--- src/rtl/stage_writeback.sv ---
// Writeback stage of a small byte-code machine. Retires one operation per
// cycle: DRAM writes for INC/DEC, console output for OUT (stalling while the
// console is busy), and loop resolution against a LIFO of loop start
// addresses. Loop resolutions are registered and presented for exactly one
// cycle after the loop op is accepted.
module stage_writeback #(
   parameter int A_WIDTH    = 12,
   parameter int D_WIDTH    = 8,
   parameter int C_WIDTH    = 12,
   parameter int SP_WIDTH   = 4,
   parameter int OPCODE_MSB = 7
) (
   input  logic                  clk,
   input  logic                  reset,
   input  logic [OPCODE_MSB:0]   operation,
   input  logic [D_WIDTH-1:0]    a,
   input  logic [C_WIDTH-1:0]    pc,
   output logic                  ack,
   input  logic [A_WIDTH-1:0]    dp,
   output logic                  dwe,
   output logic [A_WIDTH-1:0]    dwa,
   output logic [D_WIDTH-1:0]    dwd,
   output logic [7:0]            cq,
   output logic                  cwr,
   input  logic                  cbsy,
   output logic                  lresolve,
   output logic                  lskip,
   output logic                  lbranch,
   output logic [C_WIDTH-1:0]    ltarget,
   output logic                  overflow,
   output logic                  underflow
);

   // One-hot operation bit positions.
   localparam int OP_INC       = 0;
   localparam int OP_DEC       = 1;
   localparam int OP_INCDP     = 2;
   localparam int OP_DECDP     = 3;
   localparam int OP_OUT       = 4;
   localparam int OP_IN        = 5;
   localparam int OP_LOOPBEGIN = 6;
   localparam int OP_LOOPEND   = 7;

   localparam int DEPTH = 2 ** SP_WIDTH;

   typedef enum logic {
      RUN,
      RESOLVE
   } state_t;

   state_t                 state;
   logic [SP_WIDTH:0]      sp;
   logic [C_WIDTH-1:0]     stack [DEPTH];

   logic                   lresolve_q;
   logic                   lskip_q;
   logic                   lbranch_q;
   logic [C_WIDTH-1:0]     ltarget_q;
   logic                   overflow_q;
   logic                   underflow_q;

   logic                   is_inc;
   logic                   is_dec;
   logic                   is_out;
   logic                   is_lbegin;
   logic                   is_lend;
   logic                   bubble;
   logic                   a_zero;
   logic                   stack_full;
   logic                   stack_empty;
   logic [SP_WIDTH:0]      sp_dec;
   logic [C_WIDTH-1:0]     top;
   logic                   ack_raw;
   logic                   loop_accept;

   assign is_inc      = operation[OP_INC];
   assign is_dec      = operation[OP_DEC];
   assign is_out      = operation[OP_OUT];
   assign is_lbegin   = operation[OP_LOOPBEGIN];
   assign is_lend     = operation[OP_LOOPEND];
   assign bubble      = (operation == '0);
   assign a_zero      = (a == '0);
   assign stack_full  = (sp == (SP_WIDTH + 1)'(DEPTH));
   assign stack_empty = (sp == '0);
   assign sp_dec      = sp - 1'b1;
   assign top         = stack[sp_dec[SP_WIDTH-1:0]];

   // Acceptance: console back-pressure stalls OUT; while a loop resolution is
   // pending only bubbles are retired. Nothing is accepted during reset.
   always_comb begin
      ack_raw = 1'b0;
      if (state == RESOLVE) begin
         ack_raw = bubble;
      end else begin
         ack_raw = !(is_out && cbsy);
      end
   end

   assign ack         = reset && ack_raw;
   assign loop_accept = ack && (state == RUN) && (is_lbegin || is_lend);

   assign dwe = ack && (is_inc || is_dec);
   assign dwa = dp;
   assign dwd = a;
   assign cwr = ack && is_out;
   assign cq  = a[7:0];

   // Registered loop outputs are masked while reset is held so a resolution
   // registered just before reset never reaches fetch.
   assign lresolve  = reset && lresolve_q;
   assign lskip     = reset && lskip_q;
   assign lbranch   = reset && lbranch_q;
   assign ltarget   = reset ? ltarget_q : '0;
   assign overflow  = reset && overflow_q;
   assign underflow = reset && underflow_q;

   // Loop start address storage; written on a non-dropped push only.
   always_ff @(posedge clk) begin
      if (loop_accept && is_lbegin && !a_zero && !stack_full) begin
         stack[sp[SP_WIDTH-1:0]] <= pc;
      end
   end

   // Resolution FSM: stack pointer, one-cycle resolution pulse, sticky flags.
   always_ff @(posedge clk) begin
      if (!reset) begin
         state       <= RUN;
         sp          <= '0;
         lresolve_q  <= 1'b0;
         lskip_q     <= 1'b0;
         lbranch_q   <= 1'b0;
         ltarget_q   <= '0;
         overflow_q  <= 1'b0;
         underflow_q <= 1'b0;
      end else begin
         lresolve_q <= 1'b0;
         lskip_q    <= 1'b0;
         lbranch_q  <= 1'b0;
         ltarget_q  <= '0;
         case (state)
            RUN: begin
               if (loop_accept) begin
                  state      <= RESOLVE;
                  lresolve_q <= 1'b1;
                  if (is_lbegin) begin
                     if (a_zero) begin
                        lskip_q <= 1'b1;
                     end else if (stack_full) begin
                        overflow_q <= 1'b1;
                     end else begin
                        sp <= sp + 1'b1;
                     end
                  end else begin
                     if (stack_empty) begin
                        underflow_q <= 1'b1;
                     end else if (!a_zero) begin
                        lbranch_q <= 1'b1;
                        ltarget_q <= top + 1'b1;
                     end else begin
                        sp <= sp_dec;
                     end
                  end
               end
            end
            RESOLVE: begin
               state <= RUN;
            end
            default: begin
               state <= RUN;
            end
         endcase
      end
   end

endmodule

--- config.mk ---
export PLATFORM = sky130hd
export DESIGN_NAME = stage_writeback
export DESIGN_NICKNAME = d
export VERILOG_FILES = /design/src/rtl/stage_writeback.sv
export SDC_FILE = /design/constraint.sdc
export NUM_CORES = 1
export LEC_CHECK = 0
export CAP_MARGIN = 40
export CELL_PAD_IN_SITES_DETAIL_PLACEMENT = 1
export CELL_PAD_IN_SITES_GLOBAL_PLACEMENT = 2
export CORE_ASPECT_RATIO = 0.9
export CORE_MARGIN = 1.5
export CORE_UTILIZATION = 35
export CTS_CLUSTER_SIZE = 10
export DETAILED_ROUTE_END_ITERATION = 8
export GPL_TIMING_DRIVEN = 0
export PLACE_DENSITY = 0.79
export SKIP_CTS_REPAIR_TIMING = 1
export SYNTH_ARGS = -nofsm -noshare
export SYNTH_HDL_FRONTEND = slang
export SYNTH_SLANG_ARGS = --single-unit
--- constraint.sdc ---
create_clock -name clk -period 3.9 [get_ports clk]
set_input_delay 1.17 -clock clk [delete_from_list [all_inputs] [get_ports clk]]
set_output_delay 1.17 -clock clk [all_outputs]
set_load 0.02 [all_outputs]
# [Word-level counts from Yosys, hierarchy flattened]
# Memory sizes are Yosys's and may differ from the RTL's.
# Index checks and enable logic that the tools add are counted.
[word_totals] ff_bits=23 ramBits=192 input_bits=43 out_inout_bits=48 elab_cells=64 memories=1
[mem_list] memory="stack" depth=16 width=12 read_ports=1 rd_ports_with_merged_regs=0 write_ports=1 line_no="53" source="logic [C_WIDTH-1:0] stack [DEPTH];"
[op_classes] n_addsub=3 eq_ne=4 n_mux=13 bitwise_logic=5 reduce_logical=30
[op_table] op="two-way mux 5 bit" n=5
[op_table] op="logical NOT 8 bit" n=2
[op_table] op="logical AND 1 bit" n=14
[op_table] op="adder 12 x 1 -> 12 bit (second input constant)" n=1
[op_table] op="two-way mux 12 bit" n=1
[op_table] op="two-way mux 1 bit" n=6
[op_table] op="inequality test 2 bit (second input constant)" n=3
[op_table] op="AND reduction 6 bit" n=1
[op_table] op="OR reduction 6 bit" n=1
[op_table] op="adder 5 x 1 -> 5 bit (second input constant)" n=1
[op_table] op="equality test 5 bit (second input constant)" n=1
[op_table] op="logical NOT 5 bit" n=1
[op_table] op="NOT 1 bit" n=5
[op_table] op="AND reduction 5 bit" n=1
[op_table] op="OR reduction 5 bit" n=1
[op_table] op="subtractor 5 x 1 -> 5 bit (second input constant)" n=1
[op_table] op="AND reduction 4 bit" n=1
[op_table] op="OR reduction 4 bit" n=1
[op_table] op="logical NOT 1 bit" n=3
[op_table] op="logical OR 1 bit" n=2
[op_table] op="one-hot mux 1 bit (2 select lines)" n=1
[op_table] op="nonzero test 2 bit" n=1
[op_table] op="OR reduction 2 bit" n=1

# [Longest topological paths before layout]
# Gate-level depths: netlist of run 1.
[logic_depth] depth_word=11 ltp_mapped=15 ltp_nobuf=12

# [Worst setup path before layout of run 1]
# No wires, ideal clock.
[synth_timing] kind="input to output" startpoint="input operation[6]" endpoint="output dwe" arrival_time_ns=2.252 required_ns=2.730 slack_ns=0.478 cell_stages=6 n_path_buf=1 cell_sequence="clkbuf_1 -> nor2_1 -> nand4_1 -> o21ai_0 -> and2_1 -> nor2b_1"
[synth_via] elab_chain_cells=4
[synth_rtl] element="from (decl)" line_no="15" source="input logic [OPCODE_MSB:0] operation,"
[synth_rtl] element="logical NOT 8 bit" line_no="81" source="assign bubble = (operation == '0);"
[synth_rtl] element="two-way mux 1 bit" line_no="92" source="if (state == RESOLVE) begin"
[synth_rtl] element="logical AND 1 bit" line_no="99" source="assign ack = reset && ack_raw;"
[synth_rtl] element="net ack" line_no="18" source="output logic ack,"
[synth_rtl] element="logical AND 1 bit" line_no="102" source="assign dwe = ack && (is_inc || is_dec);"
[synth_rtl] element="to (decl)" line_no="20" source="output logic dwe,"
# The timed path passes the listed nets, and every way through them passes these cells.

# [Final worst setup path of run 1]
[layout_timing] startpoint="input operation[6]" endpoint="output dwe"
[layout_via] elab_chain_cells=4
[layout_rtl] element="logical NOT 8 bit" line_no="81"
[layout_rtl] element="two-way mux 1 bit" line_no="92"
[layout_rtl] element="logical AND 1 bit" line_no="99"
[layout_rtl] element="logical AND 1 bit" line_no="102"
# Every way passes these cells.

==> impl_metrics.yaml, run 1 <==
placement:
  place_area_mm2: 0.0104
  dp_slack_ns: -0.436
  gp_congestion: 0.761
  dpl.hpwl_um: 15500
  port_buffers: 78
power:
  seqPwrFrac_pct: 48.2
  vdd_drop_max_uv: 467
  internal_power_uw: 4000
  pwr-share-comb_pct: 13.2
  p_per_area_mw_per_mm2: 469
  finalPower_uw: 5240
  leakage_uw: 0.00377
  power_switching_uw: 1240
  swShare_pct: 23.7
  pwr-share-clk_pct: 38.6
grt:
  grt_use_total_pct: 17.1
  grt_max_degree: 17
  grt_pass1_vias: 5437
  grt_pass1_wl_um: 34300
  antenna_found_initial: 0
  overflow: 0
timing:
  max_freq_ghz: 0.268
  rsz0062_at_grt: "no"
  clock_skew_ns: 0.0125
  min_period_ns: 3.73
  finalHoldViolCount: 0
  slew_headroom_pct: 40.3
  slew_viol_final: 0
  tightest_slew_ns: 0.892
  setup_ws_ns: 0.170
  setup_viol_count_final: 0
  tns_ns: 0
  fin_crit_sh_pct: 95.6
synthesis:
  async_reset_ff_share_pct: 0
  synth.top_cells.by_area: "edfxtp_1 (64%), mux4_2 (8.9%), dfxtp_1 (4.9%), mux2i_1 (4.0%), buf_4 (2.8%)"
  netlist.area_leader.share_pct: 63.6
  syn_inst: 542
  synth.largest_area_cell: "edfxtp_1"
  ys_seq_area_share_pct: 68.4
  synth_area_per_cell_um2: 16.7
  ys_warn_count: 0
  netlist_area_mm2: 0.00907
  synth-main-ff-cell: "edfxtp_1"
  synth_edf_count: 192
  ys_ff_latch: 214
  synth.distinct_cells: 48
  syn-num-nets: 591
floorplanning:
  die_area_mm2: 0.0269
  fp.dieH_um: 156
  initial_utilization_pct: 35.8
  num_io_pins: 91
  die_x_um: 173
  core-area_mm2: 0.0253
  fp-row-count: 55
routing:
  met1_length_um: 9800
  drc_errors: 0
  wl_met2_um: 11100
  viasPerCell: 5.04
  met3_length_um: 1310
  top_layer_used: "met4"
  wl_per_cell_um: 22.5
  first_iter_violations: 389
  vias: 5073
  drt_pass1_iterations: 4
  wirelength_um: 22700
  ant_nets: 0
clock_network:
  cts_tree: "built"
  cts.sinks: 214
  numCtsBuffers: 25
  insertion_delay_ns: 0.52
  clk_path_buf_depth: 3
  clkTransAtPathRegs_ns: 0.05
  cts_root_buf: "clkbuf_16"
  cts.htree.levels: 1
final_layout:
  fin_area_mm2: 0.0112
  final_common_cell: "edfxtp_1"
  fin_nets: 705
  drive_gt1_share_pct: 21.2
  final_core_util_pct: 44.1
  final_cell_mix: "edfxtp_1 (192), clkdlybuf4s50_1 (74), and2_1 (39)"
  area_growth_pct: 23.2
  antenna_cells: 0
critical_path:
  arrival_ns: 2.56
  crit_required_ns: 2.73
  crit_fanout: 10
  end_kind: "output pin"
  critPathLaunchType: "input pin"
  rr_startpoint: "sp[0]"
  path_class: "input pin to output pin"
  crit_path_start: "operation[6]"
flow_run:
  drv_cap: 0
min_path:
  min-delay-path-class: "flop to flop"
  holdCritStartpoint: "overflow_q"
status:
  status: "completed"
cell type report:
| type | count | area [um2] |
|---|---|---|
| tap | 342 | 428 |
| inverter | 6 | 22.5 |
| clock buffer | 35 | 673 |
| buffer | 50 | 389 |
| multi-input combinational | 271 | 2520 |
| timing repair buffer | 88 | 930 |
| sequential | 214 | 6210 |
| fill | 2542 | 14100 |
| clock inverter | 1 | 8.76 |
metrics by stage:
step           hold slack, ns  instances
2_1_floorplan           0.432        542
3_3_place_gp            0.444        962
3_5_place_dp            0.451        972
4_1_cts                 0.463       1008
5_1_grt                 0.480       1007
6_report                0.459       1007
cells in the mapped netlist, types with 6 or more instances:
cell type / count
edfxtp_1: 192
and2_1: 39
mux2i_1: 36
mux4_2: 36
buf_4: 34
nand2_1: 34
nor2_1: 23
dfxtp_1: 22
a21oi_1: 11
nand3_1: 11
clkbuf_1: 8
xnor2_1: 8
nand4_1: 7
o21ai_0: 7
ha_1: 6
state kept, by name, indices dropped and copies added (netlist names):
signal / count
sp: 5
underflow_q: 1
lskip_q: 1
ltarget_q: 12
state: 1
overflow_q: 1
stack: 192
lbranch_q: 1
final timing paths:
path,end,slack (ns),cells past startpoint
worst max register to register,ltarget_q[8],0.29,14
worst min register to register,overflow_q,0.46,1
worst min-delay path,overflow_q,0.46,1
worst max-delay path,dwe,0.17,8
kinds of logic after synthesis:
family / Yosys count / synth area share (%)
adders and majority gates: 6 / 0.828
DFF: 214 / 68.4
buffers and inverters: 57 / 4.44
muxes: 77 / 13.9
AOI/OAI and AO/OA: 33 / 2.44
and+or+nand+nor: 142 / 8.51
xor gates and xnor gates: 13 / 1.50
layer usage:
metal | global-route usage, % | up-vias
li1 | - | 2278
met1 | 22.6 | 2603
met2 | 29.1 | 160
met3 | 3.29 | 32
met4 | 4.31 | 0
met5 | 0 | -
critical path: stages:
cell and delay [ns]:
clkdlybuf4s50_1 0.49, clkbuf_4 0.21, nor2_1 0.07, nand4_1 0.07
o21ai_0 0.07, and2_1 0.17, nor2b_2 0.15, buf_4 0.15
power groups by stage:
stage	Combinational [uW]	Sequential (uW)	Clock [uW]
floorplan	425	2570	0
detailed placement	680	2570	0
finish	691	2520	2020
global placement	653	2570	0
global route	743	2520	2130
CTS	687	2520	2060
Note: power is estimated with default switching activity, not from simulation.
==> run 2: changes to the inputs <==
--- a/config.mk
+++ b/config.mk
@@ -19,3 +19,4 @@
 export SYNTH_ARGS = -nofsm -noshare
 export SYNTH_HDL_FRONTEND = slang
 export SYNTH_SLANG_ARGS = --single-unit
+export TNS_END_PERCENT = 1
==> impl_metrics.yaml, run 2 (synthesis gave the netlist of run 1 again) <==
timing:
  setup_viol_count_final: 15
  tns_ns: -1.10
  finalHoldViolCount: 0
  min_period_ns: 4.01
  tightest_slew_ns: 0.890
  max_freq_ghz: 0.249
  rsz0062_at_grt: "yes"
  fin_crit_sh_pct: 103
  slew_viol_final: 0
  setup_ws_ns: -0.111
  clock_skew_ns: 0.0126
  slew_headroom_pct: 40.7
power:
  pwr-share-clk_pct: 38.6
  swShare_pct: 23.7
  vdd_drop_max_uv: 466
  internal_power_uw: 4000
  power_switching_uw: 1240
  leakage_uw: 0.00377
  pwr-share-comb_pct: 13.2
  p_per_area_mw_per_mm2: 469
  seqPwrFrac_pct: 48.2
min_path:
  holdCritStartpoint: "overflow_q"
  min-delay-path-class: "flop to flop"
  hold_path_end: "overflow_q"
  hold_depth: 1
final_layout:
  fillCellCount: 2545
  final_core_util_pct: 44.1
  final_common_cell: "edfxtp_1"
  final_cell_mix: "edfxtp_1 (192), clkdlybuf4s50_1 (75), and2_1 (39)"
  drive_gt1_share_pct: 21.3
  largest_reg_flops: 192
  fin_nets: 706
  antenna_cells: 0
  area_growth_pct: 23.1
placement:
  port_buffers: 78
  dp_slack_ns: -0.436
  gp_congestion: 0.761
  dpl.hpwl_um: 15500
critical_path:
  crit_required_ns: 2.73
  cp_top_family: "buffers and inverters"
  end_kind: "output pin"
  crit_top_cell: "clkdlybuf4s50_1"
  r2r_cells: 15
  crit_fanout: 10
  slowest_stage: "clkdlybuf4s50_1"
  reg2reg_to: "ltarget_q[8]"
  max_stage_delay_ns: 0.60
  critPathLaunchType: "input pin"
  worstPathCellList: "clkdlybuf4s50_1 > clkbuf_1 > and2_1 > clkdlybuf4s50_1"
  path_class: "input pin to output pin"
  arrival_ns: 2.84
  rr_startpoint: "sp[0]"
  regToRegSetupSlack_ns: 0.20
  path_buf_inv: 3
status:
  status: "complete, but fails checks"
  failed_checks: "setup timing"
clock_network:
  insertion_delay_ns: 0.52
  cts.sinks: 214
  cts_root_buf: "clkbuf_16"
  cts.htree.levels: 1
  clk_path_buf_depth: 3
  cts_tree: "built"
  numCtsBuffers: 25
  clkTransAtPathRegs_ns: 0.05
floorplanning:
  core-area_mm2: 0.0253
  fp-row-count: 55
  die_x_um: 173
  num_io_pins: 91
  die_area_mm2: 0.0269
  fp.dieH_um: 156
  initial_utilization_pct: 35.8
grt:
  overflow: 0
  grt_max_degree: 17
  grt_pass1_wl_um: 34300
  grt_use_total_pct: 17.1
  grt_pass1_vias: 5437
  antenna_found_initial: 0
flow_run:
  drv_cap: 0
routing:
  vias: 5089
  ant_nets: 0
  viasPerCell: 5.05
  drc_errors: 0
  wl_per_cell_um: 22.6
  drt_pass1_iterations: 4
  first_iter_violations: 397
  wirelength_um: 22800
[run 2: changes by cell type in the layout (fill, tap and decap cells not counted)]
cell             change
clkdlybuf4s50_1      +1
dlymetal6s2s_1       -1
buf_2                +1
ha_2                 +1
clkbuf_4             -1
ha_4                 -1
clkbuf_2             +1
[run 2: metrics by stage]
step / hold WS [ns] / area (um2) / total power, uW / std cells
5_1_grt: 0.480 / 11200 / 5400 / 1008
2_1_floorplan: 0.432 / 9070 / 2990 / 542
4_1_cts: 0.463 / 11100 / 5270 / 1008
3_5_place_dp: 0.451 / 10400 / 3250 / 972
3_3_place_gp: 0.444 / 10300 / 3220 / 962
6_report: 0.457 / 11200 / 5240 / 1008
[run 2: area by class of cell]
| type | instances | area, um2 | share of cell area, % |
|---|---|---|---|
| multi-input cells | 271 | 2510 | 22.5 |
| flip-flops and latches | 214 | 6210 | 55.6 |
| clock buffers | 35 | 673 | 6.03 |
| plain buffers | 51 | 392 | 3.51 |
| repair buffers | 88 | 927 | 8.30 |
| well taps | 342 | 428 | 3.83 |
| inverters | 6 | 22.5 | 0.202 |
| clock inverters | 1 | 8.76 | 0.0784 |
[run 2: how the worst max path moves through the flow]
stage          slack [ns]    endpoint  depth (start not counted)    startpoint
3_5_place_dp        -0.44         cwr                          8  operation[6]
6_report            -0.11  ltarget[8]                          4         reset
5_1_grt             -0.23  ltarget[8]                          4         reset
4_1_cts             -0.44         cwr                          8  operation[6]
2_1_floorplan        0.48         dwe                          6  operation[6]
3_3_place_gp        -0.41         cwr                          8  operation[6]
[run 2: per-layer routing]
| layer | vias up | part of all wire (%) | track usage, % |
|---|---|---|---|
| li1 | 2279 | - | - |
| met2 | 174 | 49 | 29.1 |
| met5 | - | 0 | 0 |
| met4 | 0 | 2.0 | 4.31 |
| met1 | 2604 | 43 | 22.6 |
| met3 | 32 | 6.0 | 3.29 |
[run 2: power by group through the flow]
stage,clock network (uW),logic (uW),registers (uW)
2_1_floorplan,0,425,2570
3_3_place_gp,0,653,2570
3_5_place_dp,0,680,2570
4_1_cts,2060,687,2520
5_1_grt,2130,743,2520
6_report,2020,693,2520
